File: src/rtl/nexys_starship_event_gen.sv
// nexys_starship_event_gen: LFSR-paced break-event scheduler for the four repair stations.
// Define NEXYS_STARSHIP_DIFFICULTY_RAMP_EN to shrink the random gap as events accumulate.
module nexys_starship_event_gen #(
    parameter int          NUM_STATIONS = 4,
    parameter logic [15:0] LFSR_SEED    = 16'hACE1,
    parameter logic [7:0]  MIN_GAP      = 8'd2,
    parameter logic [3:0]  GAP_MASK     = 4'hF
) (
    input  logic                    Clk,
    input  logic                    Reset,
    input  logic                    tick,
    input  logic                    play_flag,
    input  logic                    gameover_ctrl,
    input  logic [NUM_STATIONS-1:0] broken,
    output logic [NUM_STATIONS-1:0] station_random,
    output logic [3:0]              random_hex,
    output logic [7:0]              events_issued,
    output logic                    active
);
    localparam logic [15:0] SEED = (LFSR_SEED == 16'h0) ? 16'h0001 : LFSR_SEED;

    typedef enum logic [3:0] {
        IDLE = 4'b0001,
        ARM  = 4'b0010,
        WAIT = 4'b0100,
        FIRE = 4'b1000
    } state_t;

    state_t      state;
    logic [15:0] lfsr;
    logic [7:0]  gap;
    logic [3:0]  mask;
    logic [8:0]  gap_sum;
    logic [1:0]  sel;
    logic        found;

`ifdef NEXYS_STARSHIP_DIFFICULTY_RAMP_EN
    assign mask = GAP_MASK >> ((events_issued[7:3] > 5'd4) ? 5'd4 : events_issued[7:3]);
`else
    assign mask = GAP_MASK;
`endif

    assign gap_sum = {1'b0, MIN_GAP} + {5'b0, lfsr[3:0] & mask};

    // Descending scan so the nearest free station after the candidate wins.
    always_comb begin
        found = 1'b0;
        sel   = lfsr[5:4];
        for (int k = 3; k >= 0; k--) begin
            if (!broken[lfsr[5:4] + 2'(k)]) begin
                found = 1'b1;
                sel   = lfsr[5:4] + 2'(k);
            end
        end
    end

    always_ff @(posedge Clk or posedge Reset) begin
        if (Reset) begin
            state          <= IDLE;
            lfsr           <= SEED;
            gap            <= 8'd0;
            station_random <= '0;
            random_hex     <= 4'h1;
            events_issued  <= 8'd0;
            active         <= 1'b0;
        end else begin
            lfsr           <= {1'b0, lfsr[15:1]} ^ (lfsr[0] ? 16'hB400 : 16'h0000);
            station_random <= '0;
            if (gameover_ctrl && state != IDLE) begin
                state  <= IDLE;
                active <= 1'b0;
                gap    <= 8'd0;
            end else begin
                case (state)
                    IDLE: if (play_flag && !gameover_ctrl) begin
                        state         <= ARM;
                        active        <= 1'b1;
                        events_issued <= 8'd0;
                    end
                    ARM: begin
                        gap   <= gap_sum[8] ? 8'hFF : gap_sum[7:0];
                        state <= WAIT;
                    end
                    WAIT: begin
                        if (tick && gap != 8'd0) gap <= gap - 8'd1;
                        if (gap == 8'd0 || (gap == 8'd1 && tick)) state <= FIRE;
                    end
                    FIRE: begin
                        state <= ARM;
                        if (found) begin
                            station_random[sel] <= 1'b1;
                            random_hex          <= (lfsr[11:8] == 4'h0) ? 4'h1 : lfsr[11:8];
                            events_issued       <= (events_issued == 8'hFF) ? 8'hFF : events_issued + 8'd1;
                        end
                    end
                    default: state <= IDLE;
                endcase
            end
        end
    end
endmodule

File: config.mk
export PLATFORM = sky130hd
export DESIGN_NAME = nexys_starship_event_gen
export DESIGN_NICKNAME = d
export VERILOG_FILES = /design/src/rtl/nexys_starship_event_gen.sv
export SDC_FILE = /design/constraint.sdc
export NUM_CORES = 1
export LEC_CHECK = 0
export CORE_MARGIN = 2
export CORE_UTILIZATION = 55
export CTS_BUF_LIST = sky130_fd_sc_hd__clkbuf_16
export DETAILED_ROUTE_END_ITERATION = 16
export DONT_BUFFER_PORTS = 1
export PLACE_DENSITY_LB_ADDON = 0.12
export SKIP_CTS_REPAIR_TIMING = 1
export SKIP_LAST_GASP = 1
export SLEW_MARGIN = 20
export SYNTH_ARGS = -nofsm -noshare
export SYNTH_HDL_FRONTEND = slang
export SYNTH_SLANG_ARGS = --single-unit
File: constraint.sdc
create_clock -name Clk -period 2.75 [get_ports Clk]
set_clock_uncertainty 0.1 [all_clocks]
set_input_delay 0.275 -clock Clk [delete_from_list [all_inputs] [get_ports Clk]]
set_output_delay 0.275 -clock Clk [all_outputs]
set_load 0.02 [all_outputs]
==> reports/results.ini, run 1 <==
[detailed_routing]
dr.pass1.iters=4
routedWlPerCell_um=15.7
routed_wirelength_mm=4.21
drt_iter0_drc=100
ant_nets=0
dr_total_vias=1666
drcViolationCount=0
viasPerCell=6.24

[synthesis]
ys.flop_type=dfrtp_1
yosysSeqAreaShare_pct=52.4
syn_inst=213
syn_area_mm2=0.00217
synth-seq-cells=45
yosysTopAreaCell=dfrtp_1
yosys-top-cells-area=dfrtp_1, dfstp_2, nor2_1
ys_types=52
avgSynthCellArea_um2=10.2
synth_edf_count=0
yosysWarnings=0
syn_nets=226
async_flop_share_pct=100
yosys.area.top_type_share_pct=40.3

[critical_path]
crit_required_ns=2.86
critPathKind=flip-flop to flip-flop
arrival_ns=2.53
end_kind=flip-flop
startpoint_type=flip-flop
cp_max_fo=12

[clock_network]
cts_made_buffers=5
root_buffer=clkbuf_16
clock_latency_ns=0.28
clk_pin_slew_ns=0.06
htree_levels=2
numClockSinks=45
clk_path_buf_depth=2
tritoncts=yes

[timing]
setup_ws_ns=0.325
finalSetupTns_ns=0
period_share_pct=88.2
max_slew_margin_pct=46.1
fmax_ghz=0.412
finalHoldViolCount=0
tightestPinTransition_ns=0.804
slew_violations=0
final-setup-viol-count=0
rsz0062_at_grt=false
min_period_ns=2.42

[global_route]
grt_pass1_vias=1628
grt-ovfl-total=0
grt_usage_pct=21.3
grt_pass1_wl_mm=7.18
grt_max_degree=25
antenna_found_initial=0

[cells_and_area]
drive_gt1_share_pct=13.7
fin_util_pct=64.0
num-fill-cells=303
fin_area_mm2=0.00238
n_antenna_cell=0
finalNonFillerCells=267
syn_to_final_growth_pct=9.50
nNetsFinal=231

[placed_design]
postPlaceCellArea_mm2=0.00222
gp_congestion=0.867
hpwlAfterDp_mm=2.90
dp_slack_ns=0.367
place_inst=257
port_buffers=0

[floorplanning]
die-area_mm2=0.00447
ioPinCount=26
die_width_um=66.8
die_h_um=66.8
rows=22
coreArea_mm2=0.00372
initial_core_util_pct=58.5

[outcome]
status=completed

[power]
p_per_area_mw_per_mm2=573
p_leak_nw=1.08
peakVddDrop_uv=440

[flow_run]
cap_violations=0

[worst_hold_path]
min-delay-path-class=input pin to flip-flop

[power breakdown]
group | total, mW | switching [mW] | leakage, nW | internal [mW]
combinational | 0.103 | 0.0634 | 0.427 | 0.0401
sequential | 0.695 | 0.0175 | 0.584 | 0.677
clock | 0.564 | 0.232 | 0.0696 | 0.332
total | 1.36 | 0.313 | 1.08 | 1.05
[worst paths after layout]
kind / endpoint / from / slack (ns) / depth (start not counted)
max: gap[7] / state[1] / 0.33 / 4
min: state[0] / gameover_ctrl / 0.05 / 2
max reg2reg: gap[7] / state[1] / 0.33 / 4
min reg2reg: lfsr[5] / lfsr[6] / 0.26 / 0
max in group asynchronous: lfsr[5] / Reset / 1.40 / 3
min in group asynchronous: state[1] / Reset / 0.40 / 2
[routing by layer]
layer  GRT usage [%]  vias to the layer above  share of wire, %  wire [µm]
met4            6.12                        0              0.95         40
met3            7.26                        7               6.0        254
li1                -                      788                 -          -
met1            26.9                      818                44       1870
met5               0                        -                 0          0
met2            34.6                       53                49       2040
[critical path, cell delays in order (launching register included)]
cell       delay (ns)
dfrtp_1          0.45
or4b_1           0.57
a311o_1          0.49
a2111oi_1        0.51
mux2i_1          0.23
[stage by stage]
step | hold WS (ns) | power (mW)
after CTS | -0.146 | 1.38
after global placement | 0.142 | 0.801
after floorplan | 0.233 | 0.785
after detailed placement | 0.154 | 0.806
final | 0.0507 | 1.36
after global routing | 0.0568 | 1.43
[cells by family after synthesis]
| logic type | share of synthesized area (%) |
|---|---|
| AND/OR/NAND/NOR | 17.6 |
| AO/OA/AOI/OAI | 18.2 |
| buffers and inverters | 5.41 |
| adder cells (fa/ha/maj) | 2.30 |
| flip-flops | 52.4 |
| XOR/XNOR | 2.02 |
| multiplexers | 2.02 |
[synthesized netlist by cell type, drive strengths merged (2+ instances only)]
cell,number
nor3,10
a32oi,4
clkbuf,3
inv,17
o21ai,15
o22ai,4
ha,4
dfrtp,35
xor2,4
nor4b,2
nor2,19
or4b,3
nand2,12
a21o,3
a31oi,4
mux2,3
a41oi,2
a211oi,4
dfstp,10
a21oi,10
nand3,6
and4,2
nand2b,2
a2111oi,2
nand3b,4
buf,6
or4,3
[placed cells by master, fill, tap and decap left out, types with 3 or more instances in the layout]
cell,netlist,routed
a31oi_1,4,4
ha_1,4,4
mux2_2,3,3
nand3_1,6,6
nor3_1,9,9
dfrtp_1,35,35
a21o_1,3,3
nand2_1,12,12
o22ai_1,4,4
or4_1,3,3
a32oi_1,4,4
nand3b_1,4,4
clkbuf_16,0,5
xor2_1,4,4
a21oi_1,10,10
nor2_1,19,19
inv_1,17,16
o21ai_0,13,13
buf_4,0,5
dfstp_2,10,10
a211oi_1,4,4
[flip-flops by register name, indices dropped and copies added, names as in the netlist]
name,flops
lfsr,16
events_issued,8
gap,8
random_hex,4
state,4
station_random,4
active,1
[final cells by class]
cell class | count | area, µm² | share of cell area [%]
flip-flops and latches | 45 | 1140 | 47.9
multi-input cells | 142 | 916 | 38.5
clock buffers | 5 | 125 | 5.26
inverters | 17 | 63.8 | 2.68
well taps | 48 | 60.1 | 2.52
repair buffers | 7 | 57.6 | 2.42
clock inverters | 3 | 17.5 | 0.736
Note: power is estimated with default switching activity, not from simulation.
==> run 2: changes to the inputs <==
MAX_ROUTING_LAYER = met4   (was not set)
==> run 2 against run 1 <==
- clock power about the same
- critical path depth unchanged
- flip-flop and latch count unchanged
- critical endpoint unchanged
- fmax about the same
- first-iteration DRC count down 2.0%
- final cell count unchanged
- sequential share of layout area unchanged
- worst setup slack about the same
- total power about the same
- sequential power about the same
- combinational power about the same
- count of clock-buffer cells in the layout unchanged
==> reports/results.ini, run 2 (synthesis gave the netlist of run 1 again) <==
[cells_and_area]
regMostFlops=lfsr
syn_to_final_growth_pct=9.50  ; unchanged
fin_area_mm2=0.00238  ; unchanged
final_common_cell=dfrtp_1
layout_common_cells=dfrtp_1, nor2_1, inv_1
n_antenna_cell=0  ; unchanged
drive_gt1_share_pct=13.7  ; unchanged
biggestRegsByFlops=lfsr (16), events_issued (8), gap (8)
nNetsFinal=231  ; unchanged
largest_register_ffs=16  ; unchanged

[timing]
hold_slack_ns=0.0502  ; -0.000565 ns
finalHoldViolCount=0  ; unchanged
max_slew_margin_pct=46.2  ; +0.061 points
min_period_ns=2.42  ; -0.000130 ns
final-setup-viol-count=0  ; unchanged
finalSetupTns_ns=0  ; unchanged
tightestPinTransition_ns=0.803  ; -0.000903 ns
setup_ws_ns=0.325  ; +0.000130 ns
slew_violations=0  ; unchanged
rsz0062_at_grt=false
period_share_pct=88.2  ; about the same
fmax_ghz=0.412  ; about the same

[power]
clkPwrFrac_pct=41.4  ; about the same
p_leak_nw=1.08  ; unchanged
p_seq_share_pct=51.0  ; about the same
p_int_mw=1.05  ; about the same
p_per_area_mw_per_mm2=573  ; about the same
peakVddDrop_uv=440  ; about the same
p_comb_share_pct=7.6  ; about the same
switching_share_pct=23.0  ; about the same
p_switching_mw=0.313  ; +0.10%

[critical_path]
arrival_ns=2.53  ; about the same
cp_max_fo=12  ; unchanged
crit_path_max_incr_delay_ns=0.57  ; about the same
critPathKind=flip-flop to flip-flop
startpoint_type=flip-flop
crit_family=compound AO/OA/AOI/OAI gates
crit_required_ns=2.86  ; about the same
cpMaxStageDelayCell=or4b_1
end_kind=flip-flop
path_buf_inv=0  ; unchanged
path_cells=or4b_1 -> a311o_1 -> a2111oi_1 -> mux2i_1

[global_route]
grt_pass1_wl_mm=7.19  ; about the same
grt_pass1_vias=1621  ; -0.43%
antenna_found_initial=0  ; unchanged
grt_max_degree=25  ; unchanged
grt-ovfl-total=0  ; unchanged
grt_usage_pct=21.8  ; +0.57 points

[detailed_routing]
routedWlPerCell_um=15.7  ; -0.17%
drcViolationCount=0  ; unchanged
dr.pass1.iters=4  ; unchanged
dr_total_vias=1661  ; -0.30%
viasPerCell=6.22  ; -0.30%
drt_iter0_drc=98  ; -2.0%
routed_wirelength_mm=4.20  ; -0.17%
ant_nets=0  ; unchanged

[floorplanning]
die_h_um=66.8  ; unchanged
coreArea_mm2=0.00372  ; unchanged
ioPinCount=26  ; unchanged
die-area_mm2=0.00447  ; unchanged
initial_core_util_pct=58.5  ; unchanged
rows=22  ; unchanged
die_width_um=66.8  ; unchanged

[clock_network]
root_buffer=clkbuf_16
cts_made_buffers=5  ; unchanged
numClockSinks=45  ; unchanged
clk_path_buf_depth=2  ; unchanged
htree_levels=2  ; unchanged
clk_pin_slew_ns=0.06  ; about the same
clock_latency_ns=0.28  ; about the same
tritoncts=yes

[placed_design]
gp_congestion=0.881  ; +1.6%
port_buffers=0  ; unchanged
postPlaceCellArea_mm2=0.00222  ; unchanged
dp_slack_ns=0.367  ; unchanged
hpwlAfterDp_mm=2.90  ; unchanged

[worst_hold_path]
min-delay-path-class=input pin to flip-flop

[flow_run]
cap_violations=0  ; unchanged

[outcome]
status=completed

## run 2: cell counts in the layout (fill, tap and decap cells not counted)
No cell type changed its count.
## run 2: area by class of cell
| class | instances | area [µm²] |
|---|---|---|
| fill | 303 | 1340 |
| sequential | 45 | 1140 |
| tap | 48 | 60.1 |
| clock inverter | 3 | 17.5 |
| inverter | 17 | 63.8 |
| multi-input combinational | 142 | 916 |
| timing repair buffer | 7 | 57.6 |
| clock buffer | 5 | 125 |
## run 2: through the flow
| step | util [%] | std cells | power, mW |
|---|---|---|---|
| floorplan | - | 213 | 0.785 |
| global placement | 59.6 | 257 | 0.801 |
| detailed placement | 59.6 | 257 | 0.806 |
| CTS | 63.5 | 265 | 1.38 |
| global route | 64.0 | 267 | 1.43 |
| finish | 64.0 | 267 | 1.36 |
## run 2: worst paths after layout
check | from | endpoint | slack, ns | cells past startpoint
worst min-delay path | gameover_ctrl | state[0] | 0.05 | 2
worst min register to register | lfsr[6] | lfsr[5] | 0.26 | 0
worst max register to register | state[1] | gap[7] | 0.33 | 4
max in group asynchronous | Reset | lfsr[5] | 1.40 | 3
min in group asynchronous | Reset | state[1] | 0.40 | 2
worst max-delay path | state[1] | gap[7] | 0.33 | 4
## run 2: per-layer routing
metal	vias up	global-route usage, %	share of wire (%)
li1	789	-	-
met1	821	26.9	45
met2	44	34.6	48
met3	7	7.26	5.7
met4	0	6.12	0.95
met5	-	-	0
## run 2: power by group through the flow
stage,registers (mW),logic (mW),clock network [mW]
after global routing,0.696,0.117,0.613
after floorplan,0.701,0.0844,0
final,0.695,0.103,0.564
after global placement,0.704,0.0967,0
after detailed placement,0.706,0.0998,0
after CTS,0.694,0.102,0.580
